$ cat src/rtl/pgm_pkg.sv
`timescale 1ns/1ps
`default_nettype none
// ============================================================================
// Module      : pgm_pkg
// Description : Shared types and constants for the PGM graphics read port.
// Revision    : 1.0 - initial release
// ============================================================================
package pgm_pkg;

    typedef enum logic [1:0] {
        IDLE  = 2'd0,
        ISSUE = 2'd1,
        FILL  = 2'd2
    } pgm_state_t;

    localparam logic [28:0] c_GFX_BASE_DEFAULT = 29'h0300000;

endpackage
`default_nettype wire

$ cat src/rtl/pgm_gfx_line_buf.sv
`timescale 1ns/1ps
`default_nettype none
// ============================================================================
// Module      : pgm_gfx_line_buf
// Description : One cache line of BURST x 64-bit words; sync write, comb read.
// Revision    : 1.0 - initial release
// ============================================================================
module pgm_gfx_line_buf #(
    parameter int unsigned BURST = 4,
    parameter int unsigned AW    = 2
) (
    input  logic          clk,
    input  logic          i_we,
    input  logic [AW-1:0] i_waddr,
    input  logic [63:0]   i_wdata,
    input  logic [AW-1:0] i_raddr,
    output logic [63:0]   o_rdata
);

    logic [63:0] r_mem [BURST];

    always_ff @(posedge clk) begin
        if (i_we) begin
            r_mem[i_waddr] <= i_wdata;
        end
    end

    assign o_rdata = r_mem[i_raddr];

endmodule
`default_nettype wire

$ cat src/rtl/pgm_gfx_rd_port.sv
`timescale 1ns/1ps
`default_nettype none
// ============================================================================
// Module      : pgm_gfx_rd_port
// Description : Single-line read buffer fetching graphics ROM bursts from DDR.
// Revision    : 1.0 - initial release
// ============================================================================
module pgm_gfx_rd_port
    import pgm_pkg::*;
#(
    parameter int unsigned BURST    = 4,
    parameter logic [28:0] GFX_BASE = c_GFX_BASE_DEFAULT
) (
    input  logic        clk,
    input  logic        reset,
    input  logic        flush,
    input  logic        rd,
    input  logic [28:0] addr,
    output logic [63:0] dout,
    output logic        busy,
    output logic        ddr_rd,
    output logic [28:0] ddr_addr,
    output logic [7:0]  ddr_burstcnt,
    input  logic        ddr_busy,
    input  logic [63:0] ddr_dout,
    input  logic        ddr_dout_ready
);

    localparam int unsigned LB          = $clog2(BURST);
    localparam int unsigned AW          = (LB > 0) ? LB : 1;
    localparam int unsigned TW          = 29 - LB;
    localparam logic [28:0] c_WORD_MASK = 29'(BURST - 1);

    pgm_state_t    r_state;
    pgm_state_t    w_state_nxt;
    logic          r_valid;
    logic          r_discard;
    logic [TW-1:0] r_tag;
    logic [TW-1:0] r_line;
    logic [28:0]   r_ddr_addr;
    logic [AW-1:0] r_beat;

    logic [TW-1:0] w_addr_line;
    logic [AW-1:0] w_word;
    logic          w_hit;
    logic          w_we;
    logic          w_last;

    assign w_addr_line = addr[28:LB];

    generate
        if (LB > 0) begin : g_multi_word
            assign w_word = addr[AW-1:0];
        end else begin : g_single_word
            assign w_word = '0;
        end
    endgenerate

    assign w_hit  = r_valid && (r_tag == w_addr_line) && (r_state == IDLE);
    // Beats are only accepted while filling and never during reset
    assign w_we   = (r_state == FILL) && ddr_dout_ready && reset;
    assign w_last = (r_beat == AW'(BURST - 1));

    always_ff @(posedge clk) begin : p_state_reg
        if (!reset) begin
            r_state <= IDLE;
        end else begin
            r_state <= w_state_nxt;
        end
    end

    always_comb begin : p_state_nxt
        w_state_nxt = r_state;
        case (r_state)
            IDLE:    if (rd && !w_hit)  w_state_nxt = ISSUE;
            ISSUE:   if (!ddr_busy)     w_state_nxt = FILL;
            FILL:    if (w_we && w_last) w_state_nxt = IDLE;
            default:                    w_state_nxt = IDLE;
        endcase
    end

    always_comb begin : p_outputs
        ddr_rd = (r_state == ISSUE);
        busy   = (rd && !w_hit) || (r_state != IDLE);
    end

    always_ff @(posedge clk) begin : p_datapath
        if (!reset) begin
            r_valid    <= 1'b0;
            r_discard  <= 1'b0;
            r_ddr_addr <= '0;
            r_beat     <= '0;
        end else begin
            if (r_state == IDLE) begin
                if (flush) begin
                    r_valid <= 1'b0;
                end
                if (rd && !w_hit) begin
                    r_line     <= w_addr_line;
                    r_ddr_addr <= GFX_BASE + (addr & ~c_WORD_MASK);
                    r_beat     <= '0;
                    r_discard  <= 1'b0;
                end
            end else if (flush) begin
                // Fetch in flight: let it land but never mark it valid
                r_discard <= 1'b1;
            end
            if (w_we) begin
                r_beat <= r_beat + AW'(1);
                if (w_last) begin
                    r_tag     <= r_line;
                    r_valid   <= !(r_discard || flush);
                    r_discard <= 1'b0;
                end
            end
        end
    end

    assign ddr_addr     = r_ddr_addr;
    assign ddr_burstcnt = 8'(BURST);

    pgm_gfx_line_buf #(
        .BURST (BURST),
        .AW    (AW)
    ) u_line_buf (
        .clk     (clk),
        .i_we    (w_we),
        .i_waddr (r_beat),
        .i_wdata (ddr_dout),
        .i_raddr (w_word),
        .o_rdata (dout)
    );

endmodule
`default_nettype wire

$ cat config.mk
export PLATFORM = sky130hd
export DESIGN_NAME = pgm_gfx_rd_port
export DESIGN_NICKNAME = d
export VERILOG_FILES = /design/src/rtl/pgm_pkg.sv /design/src/rtl/pgm_gfx_line_buf.sv /design/src/rtl/pgm_gfx_rd_port.sv
export SDC_FILE = /design/constraint.sdc
export NUM_CORES = 1
export LEC_CHECK = 0
export BUFFER_PORTS_ARGS = -buffer_cell sky130_fd_sc_hd__buf_2
export CAP_MARGIN = 20
export CORE_ASPECT_RATIO = 1.4
export CORE_MARGIN = 3
export CORE_UTILIZATION = 35
export DETAILED_ROUTE_END_ITERATION = 8
export PLACE_DENSITY = 0.5
export REMOVE_ABC_BUFFERS = 1
export SLEW_MARGIN = 20
export SYNTH_ARGS = -nofsm -noshare
export SYNTH_HDL_FRONTEND = slang
export SYNTH_SLANG_ARGS = --single-unit
$ cat constraint.sdc
create_clock -name clk -period 3.9 [get_ports clk]
set_clock_uncertainty 0.15 [all_clocks]
set_input_delay 0.585 -clock clk [delete_from_list [all_inputs] [get_ports clk]]
set_output_delay 0.585 -clock clk [all_outputs]
set_load 0.02 [all_outputs]
# Word level (Yosys, flattened, before mapping)
# Memory sizes are Yosys's and may differ from the RTL's.
# Cells that the tools add are included.
totals:
  ff_bits: 89
  ramBits: 256
  out_inout_bits: 103
  word_cells: 54
  memories: 1
mem_list:
  columns: ["memory", "depth", "word_bits", "rd", "rd_ports_with_merged_regs", "write_ports", "line", "text"]
  rows:
  - ["u_line_buf.r_mem", 4, 64, 1, 0, 1, "pgm_gfx_line_buf.sv:20", "logic [63:0] r_mem [BURST];"]
classes:
  n_addsub: 2
  n_eq_ne: 7
  muxes: 18
  n_reduce_logical: 19
op_table:
  columns: ["op", "n"]
  rows:
  - ["adder 22 x 29 -> 29 bit, first input constant", 1]
  - ["== test 27 bit", 1]
  - ["two-way mux 2 bit", 6]
  - ["two-way mux 1 bit", 11]
  - ["AND reduction 3 bit", 3]
  - ["logical AND 1 bit", 6]
  - ["case mux 2 bit (3 select lines)", 1]
  - ["nonzero test 2 bit", 3]
  - ["== test 2 bit, second input constant", 2]
  - ["!= test 2 bit, second input constant", 2]
  - ["AND reduction 2 bit", 2]
  - ["adder 2 x 1 -> 2 bit, second input constant", 1]
  - ["== test 2 x 1 -> 1 bit, second input constant", 1]
  - ["zero test 1 bit", 2]
  - ["zero test 2 bit", 1]
  - ["logical OR 1 bit", 2]
  - ["!= test 2 x 1 -> 1 bit, second input constant", 1]

# Logic depth before layout (Yosys ltp)
logic_depth:
  ltp_word: 9
  ltp_mapped: 8
  ltp_nobuf: 7

# Hierarchy
# From an unflattened synthesis, not the netlist that was laid out.
hier_totals:
  cells_unflattened: 570
  hier_area_um2: 12672.2
by_module_without_submodules:
  columns: ["module", "n_inst", "cells_each", "area_per_inst_um2", "seq_area_each_um2"]
  rows:
  - ["pgm_gfx_line_buf", 1, 338, 9341.5, 7687.4]
  - ["pgm_gfx_rd_port", 1, 232, 3330.7, 2282.2]

# Worst setup path after synthesis
# No wires, ideal clock.
synth_path:
  path_kind: "input -> register"
  from: "input reset"
  to: "memory u_line_buf.r_mem[0][0], enable pin"
  setup_time_ns: 0.429
  t_arrival_ns: 2.466
  required_time_ns: 3.321
  path_slack_ns: 0.855
  path_stages: 3
  n_path_buf: 1
  cell_sequence: "and3_1 -> clkbuf_1 -> and2_1"
synth_via:
  elab_chain_len: 3
synth_lines:
  columns: ["item", "line", "text"]
  rows:
  - ["start: declaration", "pgm_gfx_rd_port.sv:15", "input logic reset,"]
  - ["logical AND 1 bit", "pgm_gfx_rd_port.sv:61", "assign w_we = (r_state == FILL) && ddr_dout_ready && reset;"]
  - ["two-way mux 1 bit", "pgm_gfx_line_buf.sv:23", "if (i_we) begin"]
  - ["two-way mux 1 bit (not written as such)", "pgm_gfx_line_buf.sv:24", "r_mem[i_waddr] <= i_wdata;"]
  - ["end: declaration", "pgm_gfx_line_buf.sv:20", null]
# Every way passes these cells.

# Final worst setup path
layout_path:
  from: "register r_tag[12]"
  to: "output busy"
layout_via:
  elab_chain_len: 6
layout_lines:
  columns: ["item", "line", "text"]
  rows:
  - ["start: declaration", "pgm_gfx_rd_port.sv:38", "logic [TW-1:0] r_tag;"]
  - ["start signal: assignment", "pgm_gfx_rd_port.sv:111", "r_tag <= r_line;"]
  - ["== test 27 bit", "pgm_gfx_rd_port.sv:59", "assign w_hit = r_valid && (r_tag == w_addr_line) && (r_state == IDLE);"]
  - ["logical AND 1 bit (2 in series)", "pgm_gfx_rd_port.sv:59", null]
  - ["zero test 1 bit", "pgm_gfx_rd_port.sv:84", "busy = (rd && !w_hit) || (r_state != IDLE);"]
  - ["logical AND 1 bit", "pgm_gfx_rd_port.sv:84", null]
  - ["logical OR 1 bit", "pgm_gfx_rd_port.sv:84", null]
  - ["end: declaration", "pgm_gfx_rd_port.sv:20", "output logic busy,"]
# Every way passes these cells.

==> results.tsv <==
stage	metric	value	unit
setup_path	Critical R2R Capture	ddr_addr[14]$_SDFFE_PN0P_	
finish	fin area	15100	um2
detailed_routing	met3 WL	1760	um
setup_path	FF-to-FF setup slack	1400	ps
power	leakage power	5.27	nW
power	Combinational Power Share	5.9	%
power	Int Pwr	6.06	mW
detailed_routing	Top Layer Used	met5	
global_routing	initial antenna violation count	5	
detailed_routing	wire length on met2	13200	um
synth	Syn Inst Count	576	
place	Port-buffer cells	191	
power	Clk pwr share	40.7	%
synth	area leader, netlist	edfxtp_1	
finish	# diodes	0	
floorplan	# rows	81	
synth	Synth Warn #	0	
cts	Clk Latency, worst-skew pair	510	ps
global_routing	largest net degree at the start of global routing	65	
cts	post-CTS setup repair buffer count	0	
timing	Slew headroom	51.4	%
synth	Post-Syn Area	12600	um2
finish	register area	9970	um2
global_routing	first-pass GRT wire length	39800	um
synth	count leader, synth	edfxtp_1	
timing	Hold Fails Final Rpt	0	
setup_path	Worst setup startpoint	r_tag[12]$_DFFE_PP_	
floorplan	die height	230	um
timing	crit path time final	2850	ps
global_routing	GR Overflow Total	0	
detailed_routing	vias per std cell	4.85	
floorplan	die area	38300	um2
global_routing	Total GRT Usage	13.4	%
synth	top cells by count, synth	310 x edfxtp_1, 64 x mux4_2, 33 x dfxtp_1	
min_path	Hold Crit Class	in -> reg	
cts	Num CTS Buffers	34	
timing	Max Clk Rate	351	MHz
power	Peak VDD IR	289	uV
synth	area share of the largest cell type after synthesis	74.0	%
floorplan	Starting Density	35.8	%
power	Seq pwr share	53.4	%
min_path	Hold Startpoint	ddr_dout[17]	
finish	multi-input logic area	2410	um2
timing	Fin Setup TNS	0	ps
finish	Final #Nets	895	
place	routability cong.	0.793	
detailed_routing	vias	6147	
detailed_routing	DRC	0	
detailed_routing	wl on met1	10200	um
timing	Tightest Pin Transition	728	ps
timing	PnR worst setup slack	1050	ps
place	Setup Slack @ Placement	1030	ps
synth	post-synthesis sequential area ratio	79.3	%
power	Net Sw Frac	20.5	%
finish	layout cells sized above 1	39.1	%
cts	CTS root buf	clkbuf_16	
detailed_routing	Total Wirelength	25700	um
synth	Cell variety after synth	35	
power	power per cell area	503	nW/um2
detailed_routing	DRT antenna net count	0	
floorplan	# IOs	202	
synth	top_reg_cell synth	edfxtp_1	
detailed_routing	First-pass DRT Iterations	4	
setup_path	crit path capture type	output port	
synth	synth top area cells	edfxtp_1 74%, mux4_2 11%, dfxtp_1 5.3%, xnor2_1 1.9%, a22o_1 1.6%	
detailed_routing	Detailed Route Iter0 Violations	352	
cts	CTS tree	done	
finish	Filler cells	3087	
min_path	Worst Hold End	u_line_buf.r_mem[1][17]$_DFFE_PP_	
place	DP HPWL	16400	um
power	Final Power	7.62	mW
timing	Final Slew Violations	0	
global_routing	vias in the first global route	6706	
cts	CTS Hold Buffers Added	0	
setup_path	Worst EP arrival	2120	ps
setup_path	CP Max Fanout	2	
min_path	Hold Path Cell Cnt	1	
finish	Area growth syn-to-layout	20.4	%
synth	mean cell area of the mapped netlist	21.8	um2
synth	Post-synth ARST share	0	%
floorplan	Die Span X	166	um
timing	final setup fails	0	
synth	number of synthesized flops with an enable pin	310	
detailed_routing	Routed wire per std cell	20.3	um
setup_path	worst r2r src	r_tag[12]$_DFFE_PP_	
timing	Final Cycle Share	73.1	%
timing	RSZ-0062 raised after global routing	no	
place	Placed Area	14100	um2
run	Max Cap Viol	0	
cts	CTS sink count	343	
setup_path	Worst EP required	3160	ps
cts	H-tree levels	2	
synth	synthesized flop and latch total	343	
floorplan	Core Area	35200	um2
setup_path	Worst Reg-to-Reg Cells	7	
cts	Clock Path Buffers	3	
setup_path	Crit Path Class	reg -> out	
cts	PostCTS Resize Cnt	0	
run_status	status	complete, no violations	
setup_path	crit start category	flop	
cts	CTS clk-pin slew, worst paths	60	ps
power	sw power	1.56	mW
[final cells by class]
class | instances | share of cell area, %
Multi-Input combinational cell | 200 | 15.9
Tap cell | 456 | 3.77
Clock buffer | 43 | 5.98
Inverter | 8 | 0.207
Clock inverter | 13 | 0.901
Sequential cell | 343 | 65.8
Timing Repair Buffer | 204 | 7.40
[placed cells by master (no fill, tap or decap), types with 7 or more instances in the layout]
cell type	synthesis	layout
inv_1	8	7
edfxtp_1	310	310
nand2_1	14	14
mux4_2	64	64
a22o_1	23	23
conb_1	2	10
clkbuf_1	11	8
buf_4	13	10
xor2_1	7	7
clkbuf_16	0	35
xnor2_1	27	27
dfxtp_1	33	33
buf_2	6	189
nand3_1	7	7
[flip-flops by register name (all words and copies together) (netlist names)]
| signal | flops |
|---|---|
| u_line_buf.r_mem | 256 |
| r_valid | 1 |
| r_discard | 1 |
| ddr_addr | 27 |
| r_state | 2 |
| r_tag | 27 |
| r_line | 27 |
| r_beat | 2 |
[cell families (layout without fill, tap and decap cells)]
logic type / Yosys count / count (layout) / share of synthesized area (%)
mux: 64 / 64 / 11.5
compound gates: 36 / 36 / 2.27
fa+ha+maj: 5 / 5 / 0.498
simple gates: 51 / 51 / 2.20
other cells: 2 / 10 / 0.0597
buf+inv: 41 / 268 / 1.85
flops: 343 / 343 / 79.3
xor+xnor: 34 / 34 / 2.37
[worst max-delay path: stages, from the launching register on]
cell and delay [ps]:
edfxtp_1 390, xnor2_1 160, nand4_1 150, nor4_2 420, nand3_1 160, nand2_1 100, nand2_1 50, buf_2 170
[power by group through the flow]
| stage | sequential [mW] | combinational (mW) | clock, mW |
|---|---|---|---|
| 2_1_floorplan | 4.17 | 0.199 | 0 |
| 3_3_place_gp | 4.15 | 0.443 | 0 |
| 3_5_place_dp | 4.15 | 0.456 | 0 |
| 4_1_cts | 4.07 | 0.457 | 3.23 |
| 5_1_grt | 4.07 | 0.486 | 3.38 |
| 6_report | 4.07 | 0.447 | 3.11 |
[metal layers]
metal | GRT usage [%] | vias to the layer above
li1 | - | 2749
met1 | 16.0 | 3148
met2 | 23.7 | 193
met3 | 3.90 | 47
met4 | 3.90 | 10
met5 | 0 | -
[how the worst max path moves through the flow]
stage	end	depth (start not counted)	slack, ps
after floorplan	u_line_buf.r_mem[0][0]$_DFFE_PP_	2	950
after global placement	dout[28]	4	1050
after detailed placement	ddr_addr[6]$_SDFFE_PN0P_	8	1030
after CTS	busy	7	950
after global routing	busy	7	830
final	busy	7	1050
[stage by stage]
| step | hold WS [ps] | instances | util, % |
|---|---|---|---|
| 5_1_grt | 111 | 1267 | 43.1 |
| 4_1_cts | 103 | 1267 | 43.1 |
| 6_report | 136 | 1267 | 43.1 |
| 2_1_floorplan | 250 | 551 | - |
| 3_5_place_dp | 255 | 1211 | 40.1 |
| 3_3_place_gp | 251 | 1211 | 40.1 |
No activity file was read; power rests on OpenSTA's default activity.
